$ cat src/rtl/signal_run_sequencer.sv
`timescale 1ns/1ps
// signal_run_sequencer: staging register file, shadow parameter outputs and
// the run-control FSM that launches frame runs on txdone and counts them.
module signal_run_sequencer #(
  parameter int          TX_HOLD = 8,
  parameter int unsigned TIMEOUT = 32'd400_000_000
) (
  input  logic        sys_clk_100M,
  input  logic        reset,
  input  logic        cfg_wr,
  input  logic [5:0]  cfg_addr,
  input  logic [7:0]  cfg_wdata,
  input  logic        cfg_rd,
  output logic [7:0]  cfg_rdata,
  input  logic        cmd_start,
  input  logic        cmd_stop,
  input  logic        frame_done,
  output logic        txdone,
  output logic        busy,
  output logic        run_done,
  output logic        err_timeout,
  output logic [15:0] runs_completed,
  output logic [63:0] frame_period,
  output logic [31:0] pixel_period,
  output logic [31:0] laser_period,
  output logic [31:0] spad_period,
  output logic [31:0] sig_start_frame,
  output logic [31:0] sig_start_pixel,
  output logic [31:0] sig_start_laser,
  output logic [31:0] sig_start_spad,
  output logic [15:0] duty_cycle_frame,
  output logic [15:0] duty_cycle_pixel,
  output logic [15:0] duty_cycle_laser,
  output logic [15:0] duty_cycle_spad,
  output logic [7:0]  frame_nums,
  output logic [7:0]  pixel_nums,
  output logic [7:0]  laser_nums,
  output logic [7:0]  spad_nums,
  output logic [8:0]  i_cnt_value
);

  // Bytes 0x00..0x34 are backed by storage; 0x00..0x2F form the wide fields.
  localparam int STAGE_BYTES = 53;
  localparam int FLAT_BYTES  = 48;
  localparam int ADDR_ICNT_HI = 49;

  typedef enum logic [2:0] {S_IDLE, S_LOAD, S_FIRE, S_RUN, S_GAP} state_t;

  state_t      state_reg;
  logic [7:0]  stage_reg [0:STAGE_BYTES-1];
  logic [8*FLAT_BYTES-1:0] stage_flat;
  logic [7:0]  remaining_reg;
  logic [7:0]  hold_cnt_reg;
  logic [15:0] gap_cnt_reg;
  logic [31:0] timeout_cnt_reg;
  logic        stop_pending_reg;
  logic        fd_s1_reg, fd_s2_reg, fd_s3_reg, fd_rise_reg;
  logic [15:0] gap_cycles;
  logic [7:0]  run_count;

  genvar gi;

  // Little-endian flat view of the wide-field bytes for easy slicing.
  generate
    for (gi = 0; gi < FLAT_BYTES; gi++) begin : g_flat
      assign stage_flat[8*gi +: 8] = stage_reg[gi];
    end
  endgenerate

  assign run_count  = stage_reg[50];
  assign gap_cycles = {stage_reg[52], stage_reg[51]};

  // Staging writes land in any state; i_cnt_value high byte keeps only bit 0.
  always_ff @(posedge sys_clk_100M or negedge reset) begin
    if (!reset) begin
      for (int i = 0; i < STAGE_BYTES; i++) stage_reg[i] <= 8'd0;
    end else begin
      for (int i = 0; i < STAGE_BYTES; i++) begin
        if (cfg_wr && cfg_addr == 6'(i)) begin
          if (i == ADDR_ICNT_HI) stage_reg[i] <= {7'd0, cfg_wdata[0]};
          else                   stage_reg[i] <= cfg_wdata;
        end
      end
    end
  end

  // Registered readback; a same-cycle write is not yet visible, unmapped reads 0.
  always_ff @(posedge sys_clk_100M or negedge reset) begin
    if (!reset) begin
      cfg_rdata <= 8'd0;
    end else if (cfg_rd) begin
      cfg_rdata <= (cfg_addr < 6'(STAGE_BYTES)) ? stage_reg[cfg_addr] : 8'd0;
    end
  end

  // Two-flop synchronizer for the 400 MHz frame_done plus a registered rise pulse.
  always_ff @(posedge sys_clk_100M or negedge reset) begin
    if (!reset) begin
      fd_s1_reg   <= 1'b0;
      fd_s2_reg   <= 1'b0;
      fd_s3_reg   <= 1'b0;
      fd_rise_reg <= 1'b0;
    end else begin
      fd_s1_reg   <= frame_done;
      fd_s2_reg   <= fd_s1_reg;
      fd_s3_reg   <= fd_s2_reg;
      fd_rise_reg <= fd_s2_reg & ~fd_s3_reg;
    end
  end

  // Shadows copy the whole staging file at once, only while in LOAD.
  always_ff @(posedge sys_clk_100M or negedge reset) begin
    if (!reset) begin
      frame_period     <= 64'd0;
      pixel_period     <= 32'd0;
      laser_period     <= 32'd0;
      spad_period      <= 32'd0;
      sig_start_frame  <= 32'd0;
      sig_start_pixel  <= 32'd0;
      sig_start_laser  <= 32'd0;
      sig_start_spad   <= 32'd0;
      duty_cycle_frame <= 16'd0;
      duty_cycle_pixel <= 16'd0;
      duty_cycle_laser <= 16'd0;
      duty_cycle_spad  <= 16'd0;
      frame_nums       <= 8'd0;
      pixel_nums       <= 8'd0;
      laser_nums       <= 8'd0;
      spad_nums        <= 8'd0;
      i_cnt_value      <= 9'd0;
    end else if (state_reg == S_LOAD) begin
      frame_period     <= stage_flat[8*8'h00 +: 64];
      pixel_period     <= stage_flat[8*8'h08 +: 32];
      laser_period     <= stage_flat[8*8'h0C +: 32];
      spad_period      <= stage_flat[8*8'h10 +: 32];
      sig_start_frame  <= stage_flat[8*8'h14 +: 32];
      sig_start_pixel  <= stage_flat[8*8'h18 +: 32];
      sig_start_laser  <= stage_flat[8*8'h1C +: 32];
      sig_start_spad   <= stage_flat[8*8'h20 +: 32];
      duty_cycle_frame <= stage_flat[8*8'h24 +: 16];
      duty_cycle_pixel <= stage_flat[8*8'h26 +: 16];
      duty_cycle_laser <= stage_flat[8*8'h28 +: 16];
      duty_cycle_spad  <= stage_flat[8*8'h2A +: 16];
      frame_nums       <= stage_flat[8*8'h2C +: 8];
      pixel_nums       <= stage_flat[8*8'h2D +: 8];
      laser_nums       <= stage_flat[8*8'h2E +: 8];
      spad_nums        <= stage_flat[8*8'h2F +: 8];
      i_cnt_value      <= {stage_reg[ADDR_ICNT_HI][0], stage_reg[48]};
    end
  end

  // Run-control FSM; remaining==0 means continuous mode for the whole session.
  always_ff @(posedge sys_clk_100M or negedge reset) begin
    if (!reset) begin
      state_reg        <= S_IDLE;
      txdone           <= 1'b0;
      busy             <= 1'b0;
      run_done         <= 1'b0;
      err_timeout      <= 1'b0;
      runs_completed   <= 16'd0;
      stop_pending_reg <= 1'b0;
      remaining_reg    <= 8'd0;
      hold_cnt_reg     <= 8'd0;
      gap_cnt_reg      <= 16'd0;
      timeout_cnt_reg  <= 32'd0;
    end else begin
      run_done <= 1'b0;
      case (state_reg)
        S_IDLE: begin
          stop_pending_reg <= 1'b0;
          if (cmd_start && !cmd_stop) begin
            state_reg      <= S_LOAD;
            busy           <= 1'b1;
            err_timeout    <= 1'b0;
            runs_completed <= 16'd0;
            remaining_reg  <= run_count;
          end
        end
        S_LOAD: begin
          // A stop here is remembered so the launch that follows is the last.
          if (cmd_stop) stop_pending_reg <= 1'b1;
          state_reg    <= S_FIRE;
          txdone       <= 1'b1;
          hold_cnt_reg <= 8'(TX_HOLD - 1);
        end
        S_FIRE: begin
          if (cmd_stop) stop_pending_reg <= 1'b1;
          if (hold_cnt_reg == 8'd0) begin
            txdone          <= 1'b0;
            state_reg       <= S_RUN;
            timeout_cnt_reg <= 32'd0;
          end else begin
            hold_cnt_reg <= hold_cnt_reg - 8'd1;
          end
        end
        S_RUN: begin
          if (cmd_stop) stop_pending_reg <= 1'b1;
          if (fd_rise_reg) begin
            if (runs_completed != 16'hFFFF) runs_completed <= runs_completed + 16'd1;
            if (stop_pending_reg || cmd_stop || remaining_reg == 8'd1) begin
              state_reg <= S_IDLE;
              busy      <= 1'b0;
              run_done  <= 1'b1;
            end else begin
              if (remaining_reg != 8'd0) remaining_reg <= remaining_reg - 8'd1;
              state_reg   <= S_GAP;
              gap_cnt_reg <= (gap_cycles == 16'd0) ? 16'd0 : gap_cycles - 16'd1;
            end
          end else if (TIMEOUT != 0 && timeout_cnt_reg == TIMEOUT - 32'd1) begin
            state_reg   <= S_IDLE;
            busy        <= 1'b0;
            err_timeout <= 1'b1;
          end else begin
            timeout_cnt_reg <= timeout_cnt_reg + 32'd1;
          end
        end
        S_GAP: begin
          if (cmd_stop) begin
            state_reg <= S_IDLE;
            busy      <= 1'b0;
            run_done  <= 1'b1;
          end else if (gap_cnt_reg == 16'd0) begin
            state_reg <= S_LOAD;
          end else begin
            gap_cnt_reg <= gap_cnt_reg - 16'd1;
          end
        end
        default: begin
          state_reg <= S_IDLE;
          busy      <= 1'b0;
          txdone    <= 1'b0;
        end
      endcase
    end
  end

endmodule

$ cat config.mk
export PLATFORM = sky130hd
export DESIGN_NAME = signal_run_sequencer
export DESIGN_NICKNAME = d
export VERILOG_FILES = /design/src/rtl/signal_run_sequencer.sv
export SDC_FILE = /design/constraint.sdc
export NUM_CORES = 1
export LEC_CHECK = 0
export CAP_MARGIN = 20
export CORE_MARGIN = 10
export CORE_UTILIZATION = 45
export CTS_CLUSTER_SIZE = 30
export DETAILED_ROUTE_END_ITERATION = 10
export GPL_ROUTABILITY_DRIVEN = 0
export GPL_TIMING_DRIVEN = 0
export PLACE_DENSITY_LB_ADDON = 0.05
export RECOVER_POWER = 50
export SLEW_MARGIN = 20
export SYNTH_ARGS = -nofsm -noshare
export SYNTH_HDL_FRONTEND = slang
export SYNTH_SLANG_ARGS = --single-unit
$ cat constraint.sdc
create_clock -name sys_clk_100M -period 3.08 [get_ports sys_clk_100M]
set_input_delay 0.616 -clock sys_clk_100M [delete_from_list [all_inputs] [get_ports sys_clk_100M]]
set_output_delay 0.616 -clock sys_clk_100M [all_outputs]
set_load 0.01 [all_outputs]
==> reports/metrics.yaml <==
path_cells: "dlygate4sd3_1 > buf_2 > or2_2 > clkbuf_1 > nor2_1 > nand2_1 > mux2_2"
global_route.usage.total_pct: 28.6
drive_gt1_share_pct: 17.6
worst_setup_margin_ns: -0.0942
timing.reg2reg.worst_path_depth: 7
synth_nets: 3622
slew-limit-headroom_pct: -14.0
drt_pass1_iterations: 6
drc: 0
htree_num_levels: 3
drt-initial-drc-count: 3068
worstSetupEndpointType: "flop"
final.period_utilization_pct: 103
ff2ff_setup_slack_ns: 0.15
syn_inst: 3591
ys_async_sr_fraction_pct: 100
ys_top_cells_by_area: "dfrtp_1 (57%), nand2_1 (12%), mux2_2 (12%), mux4_2 (3.6%), mux2i_1 (1.8%)"
largest_register_ff_count: 384
numPortBuffers: 437
post-synth-top-area-fraction_pct: 57.5
yosys.cell_count.top_type: "nand2_1"
p_clk_share_pct: 29.9
post-layout-total-power_mw: 42.6
clock_latency_ns: 0.68
grt_max_degree: 140
report.final.hold_viol_count: 0
drt_wl_total_mm: 145
commonest_cells_in_the_netlist: "nand2_1 (1266), dfrtp_1 (910), mux2_2 (417)"
numCtsBuffers: 98
nNetsFinal: 4166
setup_viol: 8
core_um2: 87000
whs_endpoint: "fd_s2_reg"
ios: 442
failed_checks: "max-capacitance violations, max-slew violations, negative setup slack"
placed_cell_area_um2: 45600
detail_route.wl_per_cell_um: 26.9
cp_data_arrival_time_ns: 3.71
yosys_warnings: 0
r2r-start: "state_reg[1]"
timing.critical_path.required_ns: 3.62
vdd_drop_max_v: 0.000505
ctsRootBufferMaster: "clkbuf_16"
finalClockSkew_ns: 0.0275
dominant_synthesized_flop_cell: "dfrtp_1"
max_freq_mhz: 315
worst_margin_pin_slew_ns: 1.71
routed_via_density: 5.60
max-clock-path-buffers: 3
globalRouteOverflowTotal: 0
run_status: "finished, violations left"
die-area_um2: 100000
dp_hpwl_mm: 107
power-per-cell-area_nw_per_um2: 869
internal_power_mw: 27.9
p_leak_nw: 24.7
power.share.switching_pct: 34.6
final.fill_count: 7694
synth_enable_flop_cells: 0
number_of_max_cap_violations: 2
yosys_register_bits: 910
route.antenna.remaining_nets: 0
cp_slowest_cell: "nor2_1"
floorplan.rows: 108
floorplan.initialDensity_pct: 45.5
synth_seq_area_share_pct: 57.5
slowest_delay_ns: 0.66
grt_first_pass_wirelength_mm: 210
route.vias.total: 30100
combinationalPowerShare_pct: 29.2
first_global_vias: 30400
whs_path_depth: 0
area_delta_synth_final_pct: 23.9
final_critical_delay_including_setup_and_external_delays_ns: 3.17
power_switching_mw: 14.7
synth_top_cell_by_area: "dfrtp_1"
rsz0062_at_grt: "no"
post_synth_num_cell_types: 88
critical_path_class: "input port to flop"
die_w_um: 317
cts.sinks: 910
number_of_antenna_violations_at_the_first_check_in_global_routing: 9
hp-start: "fd_s1_reg"
start_kind: "input port"
worstReg2RegEnd: "laser_period[3]"
die_height_um: 317
final_core_util_pct: 56.4
clk_pin_slew_worst_paths_ns: 0.06
final_max_slew_viol_count: 245
postLayoutCellArea_um2: 49100
worstHoldPathType: "flop to flop"
tritoncts: "built"
synth.cell_area_um2: 39600
path_max_fanout: 10
seqPwrFrac_pct: 40.9
post_synth.cell_area_avg_um2: 11.0
## routing by layer
metal | GRT usage [%] | share of wire, % | vias up
li1 | - | - | 13300
met1 | 38.2 | 41 | 15400
met2 | 44.7 | 46 | 1167
met3 | 6.97 | 8.6 | 275
met4 | 11.0 | 4.2 | 2
met5 | 0 | 0.010 | -
## cell type report
type                            instances  area [um^2]  area share, %
Sequential cell                       910        22800           46.4
Clock buffer                          144         2880           5.87
Multi-Input combinational cell       2452        15800           32.3
Inverter                               22         82.6          0.168
Buffer                                206          898           1.83
Antenna cell                            8         20.0         0.0408
Clock inverter                         40          601           1.22
Timing Repair Buffer                  445         4540           9.25
Tap cell                             1155         1450           2.94
## worst max path at each step
stage	endpoint	start
2_1_floorplan	cfg_rdata[6]	cfg_addr[0]
3_3_place_gp	pixel_period[27]	reset
3_5_place_dp	cfg_rdata[4]	cfg_addr[2]
4_1_cts	i_cnt_value[7]	state_reg[0]
5_1_grt	frame_period[58]	state_reg[1]
6_report	stage_flat[140]	cfg_addr[2]
## power groups by stage
stage / Clock, mW / Combinational, mW / Sequential [mW]
final: 12.8 / 12.4 / 17.4
after global routing: 13.4 / 13.6 / 17.7
after CTS: 12.9 / 13.4 / 17.5
after detailed placement: 0 / 13.3 / 17.6
after global placement: 0 / 13.1 / 17.7
after floorplan: 0 / 5.27 / 17.7
## repair_timing
action,in CTS,in global routing
setup buffers,0,0
gates cloned,0,0
endpoints found under the hold margin,97,0
pin swaps,0,0
hold buffers,1,0
resized for setup,8,3
setup endpoints to repair,279,4
## placed cells by master (no fill, tap or decap), types with 8 or more instances in the layout
cell / netlist / final
nand4_1: 16 / 16
inv_1: 19 / 19
or3_1: 9 / 9
o22ai_1: 12 / 12
mux4_2: 64 / 64
clkinv_2: 0 / 20
nor3_2: 8 / 9
o21ai_0: 34 / 34
nand2b_1: 18 / 17
nor2b_1: 12 / 12
buf_4: 10 / 10
mux2i_1: 73 / 73
nand2_1: 1266 / 1267
a22oi_1: 52 / 52
nor2_1: 93 / 94
dfrtp_1: 910 / 910
a31oi_1: 10 / 10
buf_1: 10 / 8
diode_2: 0 / 8
clkdlybuf4s50_1: 0 / 51
a21oi_1: 28 / 28
nor3_1: 25 / 24
clkbuf_16: 0 / 101
o21ai_1: 26 / 26
buf_2: 21 / 20
xnor2_1: 8 / 8
mux2_2: 417 / 417
a22o_1: 15 / 15
clkbuf_2: 0 / 11
ha_1: 10 / 10
and3_1: 17 / 17
o211ai_1: 8 / 8
clkbuf_8: 0 / 19
nand3_1: 56 / 57
nor4_1: 11 / 11
dlygate4sd3_1: 0 / 386
clkbuf_1: 160 / 175
xor2_1: 36 / 36
bufinv_16: 0 / 14
## cells by family (layout without fill, tap and decap cells)
group | count (synthesis) | in the layout | synth area share [%]
XOR/XNOR | 44 | 44 | 0.973
other | 0 | 8 | 0
AND/OR/NAND/NOR | 1598 | 1598 | 17.0
adder cells (fa/ha/maj) | 10 | 10 | 0.316
multiplexers | 559 | 559 | 17.5
flip-flops | 910 | 910 | 57.5
AO/OA/AOI/OAI | 241 | 241 | 4.27
buffers and inverters | 229 | 857 | 2.45
## worst max-delay path, delay by kind of cell
kind          cells  cell delay, ns
simple gates      3            1.55
mux               1            0.43
buf+inv           3            1.11
## metrics by stage
step | hold slack (ns) | setup slack, ns | setup TNS, ns | std cells
2_1_floorplan | 0.320 | 0.773 | 0 | 3591
3_3_place_gp | 0.370 | -41.51 | - | 5183
3_5_place_dp | 0.370 | -0.831 | -117.29 | 5190
4_1_cts | 0.383 | 0.0619 | 0 | 5374
5_1_grt | 0.378 | 0.00179 | 0 | 5376
6_report | 0.372 | -0.0942 | -0.695 | 5382
(Power assumes the default switching activity.)
